$ cat src/rtl/uart_tx_arbiter_pkg.sv
// Shared types for the UART word-write arbiter: FSM states, word width and the
// round-robin winner helper used by uart_rr_pick.
package uart_tx_arbiter_pkg;

  localparam int unsigned WORD_W  = 32;
  localparam int unsigned MAX_REQ = 8;

  typedef enum logic [1:0] {
    IDLE,
    START,
    DRAIN
  } state_e;

  // First set bit at or after ptr, scanning upward with wrap modulo nreq.
  // Offsets are walked from high to low so the last hit is the nearest one.
  function automatic logic [2:0] rr_winner(input logic [MAX_REQ-1:0] req,
                                           input logic [2:0]         ptr,
                                           input logic [3:0]         nreq);
    logic [3:0] idx;
    logic [3:0] off;
    logic [2:0] win;
    win = '0;
    for (int unsigned k = 0; k < MAX_REQ; k++) begin
      off = 4'(MAX_REQ - 1 - k);
      idx = {1'b0, ptr} + off;
      if (idx >= nreq) idx = idx - nreq;
      if ((off < nreq) && req[idx[2:0]]) win = idx[2:0];
    end
    return win;
  endfunction

endpackage

$ cat src/rtl/uart_tx_arbiter_rr_pick.sv
// Combinational winner select for the arbiter: winner index, one-hot grant
// vector and a valid flag; holds no state.
module uart_rr_pick
  import uart_tx_arbiter_pkg::*;
#(
  parameter int unsigned NREQ  = 3,
  parameter int unsigned PTR_W = 2
) (
  input  logic [NREQ-1:0]  req_i,
  input  logic [PTR_W-1:0] ptr_i,
  output logic             valid_o,
  output logic [PTR_W-1:0] win_o,
  output logic [NREQ-1:0]  onehot_o
);

  logic [MAX_REQ-1:0] req_ext;
  logic [2:0]         win_w;

  always_comb begin
    req_ext             = '0;
    req_ext[NREQ-1:0]   = req_i;
    win_w               = rr_winner(req_ext, 3'(ptr_i), 4'(NREQ));
    win_o               = PTR_W'(win_w);
    onehot_o            = NREQ'(1) << win_o;
    valid_o             = |req_i;
  end

endmodule

$ cat src/rtl/uart_tx_arbiter.sv
// Shares the UART transmitter's send/wrdata/busy port between NREQ requesters.
// Define UART_ARB_FIXED_PRIO_EN for lowest-index-wins instead of round-robin.
module uart_tx_arbiter
  import uart_tx_arbiter_pkg::*;
#(
  parameter int unsigned NREQ     = 3,
  parameter int unsigned START_TO = 4
) (
  input  logic                   clk,
  input  logic                   rst_n,
  input  logic [NREQ-1:0]        req,
  input  logic [WORD_W*NREQ-1:0] req_data,
  output logic [NREQ-1:0]        gnt,
  input  logic                   pause,
  output logic                   send,
  output logic [WORD_W-1:0]      wrdata,
  input  logic                   busy,
  output logic                   idle,
  output logic                   to_err
);

  localparam int unsigned PTR_W = (NREQ > 1) ? $clog2(NREQ) : 1;
  localparam int unsigned CNT_W = $clog2(START_TO + 1);

  state_e                state_q;
  logic [CNT_W-1:0]      cnt_q;
  logic [NREQ-1:0]       gnt_q;
  logic                  send_q;
  logic [WORD_W-1:0]     wrdata_q;
  logic                  idle_q;
  logic                  to_err_q;

  logic                  pick_valid;
  logic [PTR_W-1:0]      pick_win;
  logic [NREQ-1:0]       pick_onehot;
  logic [WORD_W-1:0]     words [NREQ];

  always_comb begin
    for (int unsigned i = 0; i < NREQ; i++) begin
      words[i] = req_data[i*WORD_W +: WORD_W];
    end
  end

`ifdef UART_ARB_FIXED_PRIO_EN
  uart_rr_pick #(.NREQ(NREQ), .PTR_W(PTR_W)) u_pick (
    .req_i    (req),
    .ptr_i    ('0),
    .valid_o  (pick_valid),
    .win_o    (pick_win),
    .onehot_o (pick_onehot)
  );
`else
  logic [PTR_W-1:0] ptr_q;
  logic [PTR_W-1:0] ptr_d;

  assign ptr_d = (pick_win == PTR_W'(NREQ - 1)) ? '0 : pick_win + PTR_W'(1);

  always_ff @(posedge clk or negedge rst_n) begin
    if (!rst_n) begin
      ptr_q <= '0;
    end else if (state_q == IDLE && !pause && !busy && pick_valid) begin
      ptr_q <= ptr_d;
    end
  end

  uart_rr_pick #(.NREQ(NREQ), .PTR_W(PTR_W)) u_pick (
    .req_i    (req),
    .ptr_i    (ptr_q),
    .valid_o  (pick_valid),
    .win_o    (pick_win),
    .onehot_o (pick_onehot)
  );
`endif

  always_ff @(posedge clk or negedge rst_n) begin
    if (!rst_n) begin
      state_q  <= IDLE;
      cnt_q    <= '0;
      gnt_q    <= '0;
      send_q   <= 1'b0;
      wrdata_q <= '0;
      idle_q   <= 1'b1;
      to_err_q <= 1'b0;
    end else begin
      gnt_q  <= '0;
      send_q <= 1'b0;
      case (state_q)
        IDLE: begin
          if (!pause && !busy && pick_valid) begin
            send_q   <= 1'b1;
            gnt_q    <= pick_onehot;
            wrdata_q <= words[pick_win];
            cnt_q    <= '0;
            idle_q   <= 1'b0;
            state_q  <= START;
          end
        end
        START: begin
          // cnt_q counts cycles spent in START since the send cycle
          if (busy) begin
            state_q <= DRAIN;
          end else if (cnt_q == CNT_W'(START_TO)) begin
            to_err_q <= 1'b1;
            idle_q   <= 1'b1;
            state_q  <= IDLE;
          end else begin
            cnt_q <= cnt_q + CNT_W'(1);
          end
        end
        DRAIN: begin
          if (!busy) begin
            idle_q  <= 1'b1;
            state_q <= IDLE;
          end
        end
        default: begin
          idle_q  <= 1'b1;
          state_q <= IDLE;
        end
      endcase
    end
  end

  assign gnt    = gnt_q;
  assign send   = send_q;
  assign wrdata = wrdata_q;
  assign idle   = idle_q;
  assign to_err = to_err_q;

endmodule
$ cat config.mk
export PLATFORM = sky130hd
export DESIGN_NAME = uart_tx_arbiter
export DESIGN_NICKNAME = d
export VERILOG_FILES = /design/src/rtl/uart_tx_arbiter_pkg.sv /design/src/rtl/uart_tx_arbiter_rr_pick.sv /design/src/rtl/uart_tx_arbiter.sv
export SDC_FILE = /design/constraint.sdc
export NUM_CORES = 1
export LEC_CHECK = 0
export BUFFER_PORTS_ARGS = -buffer_cell sky130_fd_sc_hd__buf_2
export CORE_AREA = 2 2 92 94
export CTS_CLUSTER_SIZE = 25
export DETAILED_ROUTE_END_ITERATION = 8
export DIE_AREA = 0 0 94 96
export PLACE_DENSITY = 0.61
export SYNTH_ARGS = -nofsm -noshare
export SYNTH_HDL_FRONTEND = slang
export SYNTH_SLANG_ARGS = --single-unit
$ cat constraint.sdc
create_clock -name clk -period 3.2 [get_ports clk]
set_input_delay 0.16 -clock clk [delete_from_list [all_inputs] [get_ports clk]]
set_output_delay 0.16 -clock clk [all_outputs]
set_load 0.01 [all_outputs]
==> results.md <==
- Clock insertion delay at the later pin of the skew report: 0.30 ns
- Final period demand of the worst path: 2.45 ns
- Setup repair after global routing missed its margin: no
- Final hold violation count: 0
- Final slew viol count: 0
- Highest cell delay on the worst timing path: 0.43 ns
- Design internal power: roughly 1.8 mW
- Share of final-layout standard cells stronger than drive strength 1: 47.7%
- Number of gates resized after cts: 0
- VDD IR max: 0.363 mV
- Total of hold buffers inserted after clock tree synthesis: 0
- DP HPWL: 5340 um
- Number of CTS-inserted buffers: 5
- Seq. cell area: 0.00113 mm^2
- Area occupied by multi-input gates: about 0.0015 mm^2
- Dominant delay contributor by cell family on the critical path: compound AO/OA/AOI/OAI gates
- Number of post-CTS setup repair buffers: 0
- Post-Place Cells: 495
- Placed standard-cell area: approximately 0.0035 mm^2
- Library cell used as clock root buffer: sky130_fd_sc_hd__clkbuf_8
- Dominant cells by area after synthesis: sky130_fd_sc_hd__dfrtp_1 (40%), sky130_fd_sc_hd__o211ai_2 (13%), sky130_fd_sc_hd__mux2i_1 (12%)
- Async S/R FF share, synth: 100%
- Clock share of power: 14.1%
- Core area: 0.00805 mm^2
- Slew of the pin with the lowest slew margin: slightly above 1 ns
- Number of standard cells in the layout, taps in and fillers out: 503
- Top-Level Pins: 141
- Path type of the worst setup path: register to register
- Initial antenna violation count: 1
- Endpoint required time on the critical path: 3.38 ns
- Biggest fanout along the worst timing path: 31
- Hold WS: 0.0291 ns
- Number of H-tree branching levels: 2
- Area growth from synthesis to final layout: 31.0%
- Endpoint kind of the worst setup timing path: register
- Full die area: 0.00902 mm^2
- Critical Path Start Type: register
- Levels on crit path: 10
- Total Routing Usage GR: 15.7%
- Status: finished clean
- Routed length per instance: 14.5 um
- Part of the Yosys area used for sequential elements: 40.8%
- Areal power density over the cells: approximately 900 mW/mm^2
- Number of DRC markers in iteration 0: ~80
- Most numerous cell types in the synthesized netlist: sky130_fd_sc_hd__dfrtp_1 (44), sky130_fd_sc_hd__nand2_1 (40), sky130_fd_sc_hd__mux2i_1 (33), sky130_fd_sc_hd__nand3_1 (33), sky130_fd_sc_hd__o211ai_2 (28)
- Share of the clock period used by the worst path: 76.7%
- Average instance area after synthesis: 10.5 um^2
- Launch point of the worst reg-to-reg path: ptr_q[0]$_DFFE_PN0P_
- Seq cells post-synth: 45
- Cell variety after synth: 40
- Number of failing setup endpoints in the final timing report: 0
- Chip Height: 96 um
- Post-route core utilization: around 45%
- Most common cell on crit path: sky130_fd_sc_hd__ha_1
- Core Rows: 33
- Crit path buf inv count: 2
- Headroom to the max-slew limit: 32.7%
- Nets: 507
- Max Clock Skew: between 0.008 and 0.009 ns
- Count of buffers from port buffering: 140
- Max-cap violations: 0
- Total negative slack for setup checks: 0 ns
- Number of enable-type register cells in the synthesized netlist: 0
- Static leakage power: 1.99 nW
- Number of nets still failing antenna checks after routing: 0
- Fill cell instance count of the final layout: around 820
- Register-to-register setup slack: 0.75 ns
- CP Cell Sequence: inv_1, ha_1, ha_1, nor2b_1, o21ai_0, a21boi_1, a31oi_4, buf_12, mux2i_1, o211ai_1
- Dominant cell by count in the synthesized netlist: sky130_fd_sc_hd__dfrtp_1
- Antenna fix cells: 0
- Max Freq: slightly above 0.4 GHz
- Warnings, synthesis: 0
- Vias in the first global route: 2382
- CTS tree: yes
- Last weighted congestion value of the routability-driven placer: 0.850
- Vias per inst: 4.99
- Clock transition at the registers of the reported paths: approximately 0.090 ns
- Longest Clk Path Bufs: 2
- TritonRoute pass-1 iters: 4
- Clock sink count: 45
- Standard cell with the maximum stage delay on the critical path: sky130_fd_sc_hd__dfrtp_1
- Switching Fraction: 42.6%
- Area fraction of the dominant cell type after synthesis: 39.9%
- Switching pwr: 1.37 mW
- Count of unresolved DRC violations after routing: 0
- Netlist area before placement: 0.00276 mm^2
- First-pass GRT wire length: 11300 um
- Die Width: 94 um
- Combinational share of power: a little under three fifths
- Dominant synthesized flop cell: sky130_fd_sc_hd__dfrtp_1
- Tot Pwr: 3.21 mW
- Worst R2R Path Depth: 10
- Wire length after detailed routing: ~7300 um
- Starting density of the core: 34.3%
- Synthesized netlist cell count: 264
- Final global-route overflow total: 0
- Largest area contributor in the synthesized netlist: sky130_fd_sc_hd__dfrtp_1
- Cell area after layout: 0.00362 mm^2
- Capture point of the worst reg-to-reg path: wrdata[0]$_DFFE_PN0P_
- Type of the most critical hold path: primary input to asynchronous set/reset pin
- Worst-case setup margin in the final layout: approximately 0.75 ns
- Total vias in the final route: about 2500
- Arrival time of data at the critical path endpoint: 2.63 ns
- Net count after synthesis: 374
- Pin count of the biggest net entering global routing: 46
- Share of power burned in registers: between 30% and 40%
- Worst slack after detailed placement: 0.742 ns
## flip-flops by register name, indices dropped and copies added (netlist names)
name	cells
ptr_q	2
to_err	1
gnt	3
cnt_q	3
state_q	2
idle	1
send	1
wrdata	32
## cell usage in the layout, fill, tap and decap left out, drive strengths merged
cell      n
a21boi    1
a21o      1
a21oi     5
a22o      1
a22oi     2
a311oi    2
a31oi     2
a32o      1
and2      2
buf     146
bufinv    1
clkbuf    7
dfrtp    44
dfstp     1
ha        7
inv       7
mux2      1
mux2i    33
nand2    40
nand2b    4
nand3    33
nor2      8
nor2b     2
nor3b     1
nor4      1
o211ai   33
o21a      1
o21ai     6
o22a      1
o31ai     1
or3       1
xnor2     1
xor2      1
## logic make-up after synthesis
| group | share of synthesized area (%) |
|---|---|
| flip-flops | 40.8 |
| XOR/XNOR | 0.634 |
| adder cells (fa/ha/maj) | 3.17 |
| buffers and inverters | 6.98 |
| AND/OR/NAND/NOR | 15.1 |
| AO/OA/AOI/OAI | 20.9 |
| multiplexers | 12.4 |
## area by class of cell
type	count	area share (%)
clock inverters	1	0.830
multi-input cells	192	40.3
clock buffers	7	2.39
repair buffers	146	21.0
flip-flops and latches	45	31.2
well taps	105	3.63
inverters	7	0.726
## worst register-to-register path, cell delays in order, from the launching register on
cell and delay (ns):
sky130_fd_sc_hd__dfrtp_1 0.43, sky130_fd_sc_hd__inv_1 0.10, sky130_fd_sc_hd__ha_1 0.32, sky130_fd_sc_hd__ha_1 0.27, sky130_fd_sc_hd__nor2b_1 0.06, sky130_fd_sc_hd__o21ai_0 0.07
sky130_fd_sc_hd__a21boi_1 0.15, sky130_fd_sc_hd__a31oi_4 0.28, sky130_fd_sc_hd__buf_12 0.29, sky130_fd_sc_hd__mux2i_1 0.28, sky130_fd_sc_hd__o211ai_1 0.10
## power by group through the flow
| stage | registers [mW] | logic [mW] | clock network [mW] |
|---|---|---|---|
| 2_1_floorplan | 1.06 | 1.31 | 0 |
| 3_3_place_gp | 0.968 | 1.80 | 0 |
| 3_5_place_dp | 0.972 | 1.82 | 0 |
| 4_1_cts | 0.965 | 1.82 | 0.472 |
| 5_1_grt | 0.993 | 1.98 | 0.494 |
| 6_report | 0.962 | 1.80 | 0.453 |
## metal layers
layer | up-vias | wire length (um) | track usage [%]
met5 | - | 0 | 0
met4 | 0 | 95 | 3.86
li1 | 1213 | - | -
met2 | 111 | 3350 | 27.1
met3 | 10 | 586 | 3.13
met1 | 1175 | 3260 | 20.4
## how the worst max path moves through the flow
stage / start / end / slack, ns
6_report: ptr_q[0]$_DFFE_PN0P_ / wrdata[0]$_DFFE_PN0P_ / 0.75
3_3_place_gp: ptr_q[1]$_DFFE_PN0P_ / wrdata[0]$_DFFE_PN0P_ / 0.80
3_5_place_dp: ptr_q[0]$_DFFE_PN0P_ / wrdata[0]$_DFFE_PN0P_ / 0.74
4_1_cts: ptr_q[0]$_DFFE_PN0P_ / wrdata[0]$_DFFE_PN0P_ / 0.72
2_1_floorplan: ptr_q[0]$_DFFE_PN0P_ / wrdata[10]$_DFFE_PN0P_ / 1.05
5_1_grt: ptr_q[0]$_DFFE_PN0P_ / wrdata[21]$_DFFE_PN0P_ / 0.56
Note: power is estimated with default switching activity, not from simulation.
